### src/rtl/systolic_result_collector.sv
// rtl/systolic_result_collector.sv - de-skews systolic column results into a FWFT FIFO with credit output
// Optional tiled accumulation is enabled by defining COLLECTOR_ACCUM_EN.
module systolic_result_collector #(
    parameter int DATA_WIDTH = 8,
    parameter int COLUMNS    = 8,
    parameter int FIFO_DEPTH = 4
) (
    input  logic                             clk,
    input  logic                             rst,
    input  logic                             in_valid,
    input  logic                             in_last,
    input  logic [DATA_WIDTH*COLUMNS-1:0]    array_result,
    output logic                             can_accept,
    output logic                             out_valid,
    input  logic                             out_ready,
    output logic [DATA_WIDTH*COLUMNS-1:0]    out_data,
    output logic [$clog2(FIFO_DEPTH+1)-1:0]  occupancy,
    output logic                             overflow
);

    localparam int VW = DATA_WIDTH * COLUMNS;
    localparam int OW = $clog2(FIFO_DEPTH + 1);
    localparam int PW = $clog2(FIFO_DEPTH);
    localparam int SW = $clog2(FIFO_DEPTH + COLUMNS + 1);

    logic [COLUMNS-2:0] valid_pipe;
    logic               aligned_valid;
    logic [VW-1:0]      aligned;

    always_ff @(posedge clk) begin
        if (rst) begin
            valid_pipe <= '0;
        end else begin
            valid_pipe[0] <= in_valid;
            for (int i = 1; i < COLUMNS - 1; i++) begin
                valid_pipe[i] <= valid_pipe[i-1];
            end
        end
    end

    assign aligned_valid = valid_pipe[COLUMNS-2];

    // Column c arrives c cycles late, so it waits COLUMNS-1-c cycles to line up with the last column.
    genvar c;
    for (c = 0; c < COLUMNS - 1; c++) begin : g_skew
        localparam int DEPTH = COLUMNS - 1 - c;
        logic [DATA_WIDTH-1:0] sr [DEPTH];

        always_ff @(posedge clk) begin
            sr[0] <= array_result[c*DATA_WIDTH +: DATA_WIDTH];
            for (int k = 1; k < DEPTH; k++) begin
                sr[k] <= sr[k-1];
            end
        end

        assign aligned[c*DATA_WIDTH +: DATA_WIDTH] = sr[DEPTH-1];
    end

    assign aligned[(COLUMNS-1)*DATA_WIDTH +: DATA_WIDTH] =
        array_result[(COLUMNS-1)*DATA_WIDTH +: DATA_WIDTH];

    logic          push;
    logic [VW-1:0] push_data;

`ifdef COLLECTOR_ACCUM_EN
    logic [COLUMNS-2:0] last_pipe;
    logic [VW-1:0]      acc;
    logic [VW-1:0]      acc_sum;

    always_ff @(posedge clk) begin
        last_pipe[0] <= in_last;
        for (int i = 1; i < COLUMNS - 1; i++) begin
            last_pipe[i] <= last_pipe[i-1];
        end
    end

    always_comb begin
        acc_sum = '0;
        for (int e = 0; e < COLUMNS; e++) begin
            acc_sum[e*DATA_WIDTH +: DATA_WIDTH] = acc[e*DATA_WIDTH +: DATA_WIDTH]
                                                + aligned[e*DATA_WIDTH +: DATA_WIDTH];
        end
    end

    always_ff @(posedge clk) begin
        if (rst) begin
            acc <= '0;
        end else if (aligned_valid) begin
            acc <= last_pipe[COLUMNS-2] ? '0 : acc_sum;
        end
    end

    assign push      = aligned_valid && last_pipe[COLUMNS-2];
    assign push_data = acc_sum;
`else
    logic unused_in_last;
    assign unused_in_last = in_last;
    assign push           = aligned_valid;
    assign push_data      = aligned;
`endif

    logic [VW-1:0] mem [FIFO_DEPTH];
    logic [PW-1:0] wr_ptr;
    logic [PW-1:0] rd_ptr;
    logic          pop;
    logic          full;
    logic          wr_en;

    assign pop   = out_valid && out_ready;
    assign full  = (occupancy == OW'(FIFO_DEPTH));
    assign wr_en = push && (!full || pop);

    always_ff @(posedge clk) begin
        if (wr_en) begin
            mem[wr_ptr] <= push_data;
        end
    end

    always_ff @(posedge clk) begin
        if (rst) begin
            wr_ptr    <= '0;
            rd_ptr    <= '0;
            occupancy <= '0;
            overflow  <= 1'b0;
        end else begin
            if (wr_en) begin
                wr_ptr <= (wr_ptr == PW'(FIFO_DEPTH - 1)) ? '0 : wr_ptr + 1'b1;
            end
            if (pop) begin
                rd_ptr <= (rd_ptr == PW'(FIFO_DEPTH - 1)) ? '0 : rd_ptr + 1'b1;
            end
            if (wr_en && !pop) begin
                occupancy <= occupancy + 1'b1;
            end else if (pop && !wr_en) begin
                occupancy <= occupancy - 1'b1;
            end
            if (push && full && !pop) begin
                overflow <= 1'b1;
            end
        end
    end

    assign out_valid = (occupancy != '0);
    assign out_data  = mem[rd_ptr];

    // Every vector still in the skew pipeline may need a slot, so reserve one per valid bit.
    logic [SW-1:0] inflight;
    logic [SW-1:0] committed;

    always_comb begin
        inflight = '0;
        for (int i = 0; i < COLUMNS - 1; i++) begin
            inflight = inflight + SW'(valid_pipe[i]);
        end
        committed  = SW'(occupancy) + inflight;
        can_accept = (committed < SW'(FIFO_DEPTH));
    end

endmodule

### config.mk
export PLATFORM = sky130hd
export DESIGN_NAME = systolic_result_collector
export DESIGN_NICKNAME = d
export VERILOG_FILES = /design/src/rtl/systolic_result_collector.sv
export SDC_FILE = /design/constraint.sdc
export NUM_CORES = 1
export LEC_CHECK = 0
export ABC_CLOCK_PERIOD_IN_PS = 3800
export BUFFER_PORTS_ARGS = -buffer_cell sky130_fd_sc_hd__buf_2
export CORE_UTILIZATION = 45
export CTS_CLUSTER_SIZE = 16
export DETAILED_ROUTE_END_ITERATION = 7
export GPL_TIMING_DRIVEN = 0
export PLACE_DENSITY = 0.67
export SYNTH_ARGS = -nofsm -noshare
export SYNTH_HDL_FRONTEND = slang
export SYNTH_SLANG_ARGS = --single-unit
### constraint.sdc
create_clock -name clk -period 3.8 [get_ports clk]
set_clock_uncertainty 0.2 [all_clocks]
set_input_delay 0.19 -clock clk [delete_from_list [all_inputs] [get_ports clk]]
set_output_delay 0.19 -clock clk [all_outputs]
set_load 0.03 [all_outputs]
# ---- Yosys cells after proc, flatten, opt, wreduce, memory -nomap -nowiden
# Memory sizes are Yosys's and may differ from the RTL's. A register that Yosys moved wholly into a read port is not among the register bits.
# Index checks and enable logic that the tools add are counted.
dict set report word_totals {
  inputBits 69
  mem_bits_rw 480
  output_inout_bits 70
  n_memories 8
  elab_cells 48
  register_bits 15
}
dict set report op_classes {
  eq_ne 3
  n_mux 8
  reduce_logical 12
  addsub 11
  n_lt_le_gt_ge 1
}
# memory words width read_ports rd_clocked_by_memory_dff write_ports line
set memory_table {}
lappend memory_table {mem 4 64 1 1 1 102} ;# logic [VW-1:0] mem [FIFO_DEPTH];
lappend memory_table {{g_skew[0].sr} 7 8 7 0 7 47} ;# logic [DATA_WIDTH-1:0] sr [DEPTH];
lappend memory_table {{g_skew[1].sr} 6 8 6 0 6 47}
lappend memory_table {{g_skew[2].sr} 5 8 5 0 5 47}
lappend memory_table {{g_skew[3].sr} 4 8 4 0 4 47}
lappend memory_table {{g_skew[4].sr} 3 8 3 0 3 47}
lappend memory_table {{2 more memories} -- -- -- -- -- --}
# cell n
set ops {}
lappend ops {{adder 4 x 1 -> 4 bit} 5}
lappend ops {{2-to-1 mux 2 bit} 4}
lappend ops {{logical AND 1 bit} 6}
lappend ops {{2-to-1 mux 3 bit} 2}
lappend ops {{adder 2 x 1 -> 2 bit (second input constant)} 2}
lappend ops {{adder 3 x 4 -> 4 bit} 1}
lappend ops {{equality test 2 bit (second input constant)} 2}
lappend ops {{< comparator 4 x 3 -> 1 bit (second input constant)} 1}
lappend ops {{adder 3 x 1 -> 3 bit (second input constant)} 1}
lappend ops {{equality test 3 bit (second input constant)} 1}
lappend ops {{zero test 1 bit} 3}
lappend ops {{nonzero test 3 bit} 1}
lappend ops {{subtractor 3 x 1 -> 3 bit (second input constant)} 1}
lappend ops {{adder 1 x 1 -> 2 bit} 1}
lappend ops {{2-to-1 mux 1 bit} 2}
lappend ops {{nonzero test 2 bit} 1}
lappend ops {{logical OR 1 bit} 1}

# ---- Depth between registers and ports, before layout
dict set report depth {
  ltp_word 8
  ltp_mapped 8
  mapped_depth_nobuf 8
}

# ---- Worst setup path after synthesis
# OpenSTA, ideal clock, no wires.
dict set report synth_timing {
  path_type {reg-to-output}
  startpoint {register occupancy[0]}
  endpoint {output port can_accept}
  n_path_buf 0
  slack_ns 0.695
  t_arrival_ns 2.715
  path_stages_with_launch 9
  t_required_ns 3.410
  path_cell_list {dfxtp_1 inv_1 fa_1 fa_1 inv_1 ha_1 a21oi_1 nand3_1 o21bai_1}
}
dict set report synth_between {
  elab_chain_len 2
}
# item line
set synth_lines {}
lappend synth_lines {{start, declared} 17} ;# output logic [$clog2(FIFO_DEPTH+1)-1:0] occupancy,
lappend synth_lines {{start signal, assigned} 133} ;# occupancy <= occupancy + 1'b1;
lappend synth_lines {{start signal, assigned} 135} ;# occupancy <= occupancy - 1'b1;
lappend synth_lines {{adder 3 x 4 -> 4 bit} 155} ;# committed = SW'(occupancy) + inflight;
lappend synth_lines {{< comparator 4 x 3 -> 1 bit} 156} ;# can_accept = (committed < SW'(FIFO_DEPTH));
lappend synth_lines {{end, declared} 13} ;# output logic can_accept,
# No other way between the ends.

# ---- Final worst setup path
# Ends and elaborated chain as after synthesis.

==> metrics <==
Max transition margin=0.586; critical path start-end classification=register to primary output; Syn Std Cell Area=14600 um2; PwrDens=682 nW/um2; Max Slew Vio Count=0; RSZ-0062 raised after global routing=false; Antenna Diode Count=0; CTS-repair resized insts=0; pin count of the biggest net entering global routing=38; Syn. warnings=0; clk slew on worst S/H paths=60 ps; critical path endpoint category=primary output; H-tree levels=2; post-route clock period utilization=0.909; max-capacitance violation count=0; count of cell types in the netlist=28; Sw Share=0.242; Internal Power=9440 uW; Layout fillers=2332; Arr. time, crit path=3060 ps; Avg Cell Area, Syn=22.6 um2; leak pwr=0.00672 uW; Worst-Margin Slew=621 ps; Synth top cells by count=edfxtp_1 (256), dfxtp_1 (241), mux4_2 (64); Horiz. Die Dim=182 um; Vias=6330; area growth from synthesis to layout=25.1%; Total Routing Usage GR=0.138; post-synth net total=732; Synth area leaders=edfxtp_1 (53%), dfxtp_1 (33%), mux4_2 (9.9%), ha_1 (1.1%), buf_6 (0.54%); register area share after synthesis=0.856; final setup vio count=0; crit start category=register; num rows=65; Synth top area share=0.526; GP Congestion=0.732; EDFF count, synth=256; vias per std cell=4.70; Clk Latency, worst-skew pair=550 ps; DRC violations left=0; highest clock rate=290 MHz; combinational power share=0.138; status=finished, final reports clean; CP Max Fanout=8; Cells after Synth=647; Die H=182 um; vias in the first global route=6679; Detail Route Antenna Nets=0; largest area contributor in the netlist=edfxtp_1; nets=991; most common cell in the synthesized netlist=edfxtp_1; Port Buf Inserts=137; top_reg_cell synth=edfxtp_1; grt total ovfl=0; switching power=3020 uW; first-pass GRT wire length=35100 um; CTS tree=yes; worst slack, placed=912 ps; Clock Power Share=0.390; wire per inst=16.6 um; post-detail-place hpwl=12700 um; antenna violations before repair=0; class of the worst hold path=primary input to register; DRT Wirelength=22400 um; worst path required time=3410 ps; Die Area=33200 um2; CTS Buf Count=48; minimum clock period=3450 ps; Max clock buf depth=3; Seq pwr share=0.472; Yosys reg bits=497; worst setup margin=348 ps; CORE AREA=31700 um2; Hold Slack=73.1 ps; drt pass-1 iters=4; Sink Count=497; layout cells sized above 1=0.325; Starting Density=0.461; Ports=139; DR iter-0 viols=280; ys async rst share=0; VDD IR-drop max=0.000566 V; final-report hold violation count=0; Root Driver=clkbuf_16
registers in the layout, indices dropped and copies added (netlist names), named ones only:
signal and cells:
occupancy 3, valid_pipe 7, mem 256, overflow 1, g_skew.sr 224, rd_ptr 2
wr_ptr 2
worst max-delay path, cell delays in order, from the launching register on:
cell      delay (ps)
dfxtp_1          540
inv_1            110
fa_1             510
fa_1             520
inv_1             40
ha_1             250
nand3_1           80
a21oi_1          130
o21bai_1         120
buf_2            220
layout by cell type, fill, tap and decap left out, types with 2 or more instances in the layout:
cell / count
nor2_1: 7
o21ai_0: 2
nand2_1: 2
inv_1: 11
clkinv_2: 8
inv_4: 4
clkbuf_8: 6
buf_2: 143
clkbuf_1: 4
buf_12: 4
bufinv_16: 3
fa_1: 3
mux4_2: 64
ha_1: 13
inv_16: 2
a21oi_1: 6
xor2_1: 2
dfxtp_1: 241
and3_4: 4
buf_6: 7
inv_6: 2
clkinv_1: 7
dlygate4sd3_1: 68
clkbuf_16: 54
nand3_1: 4
mux2i_1: 2
or3_1: 2
edfxtp_1: 256
nor2b_1: 5
stage by stage:
stage | instances | TNS (ps) | util | area [um2] | total power [uW]
after floorplan | 647 | 0 | - | 14600 | 7250
after global placement | 1186 | -110320 | 0.498 | 15800 | 7680
after detailed placement | 1190 | 0 | 0.501 | 15900 | 7700
after CTS | 1348 | 0 | 0.576 | 18300 | 12600
after global routing | 1348 | 0 | 0.576 | 18300 | 12900
final | 1348 | 0 | 0.576 | 18300 | 12500
path summary, 6_finish.rpt:
| check | endpoint | slack [ps] | startpoint | cells after the start |
|---|---|---|---|---|
| max | can_accept | 350 | occupancy[0] | 9 |
| min reg2reg | g_skew[1].sr[3][6] | 120 | g_skew[1].sr[2][6] | 0 |
| min | g_skew[0].sr[0][6] | 70 | array_result[6] | 2 |
| max reg2reg | occupancy[2] | 1410 | occupancy[0] | 7 |
repair_timing:
action,CTS,global route
hold buffers,68,0
hold endpoints to repair,103,0
buffers inserted,0,0
metal layers:
metal  track usage  vias to the layer above  routed length (um)
li1              -                     2993                   -
met5             0                        -                   0
met2         0.244                      152               11300
met3        0.0331                       42                1050
met4        0.0417                        0                 464
met1         0.166                     3143                9530
cell type report:
cell class,count,area (um2),share of cell area
Sequential cell,497,12500,0.685
Multi-Input combinational cell,124,1960,0.107
Timing Repair Buffer,209,1450,0.0792
Clock buffer,63,1450,0.0791
Tap cell,402,503,0.0275
Clock inverter,27,246,0.0135
Buffer,15,118,0.00644
Inverter,11,41.3,0.00226
logic make-up after synthesis:
| family | after synthesis | synth area share |
|---|---|---|
| AO/OA/AOI/OAI | 11 | 0.00462 |
| XOR/XNOR | 3 | 0.00180 |
| adder cells (fa/ha/maj) | 16 | 0.0152 |
| buffers and inverters | 26 | 0.0109 |
| flip-flops | 497 | 0.856 |
| multiplexers | 66 | 0.100 |
| AND/OR/NAND/NOR | 28 | 0.0112 |
power by group through the flow:
stage / combinational, uW / sequential (uW) / clock [uW]
after global routing: 1840 / 5900 / 5200
after CTS: 1760 / 5890 / 4970
final: 1720 / 5880 / 4860
after floorplan: 1250 / 6000 / 0
after global placement: 1690 / 5990 / 0
after detailed placement: 1700 / 6000 / 0
Note: power is estimated with default switching activity, not from simulation.
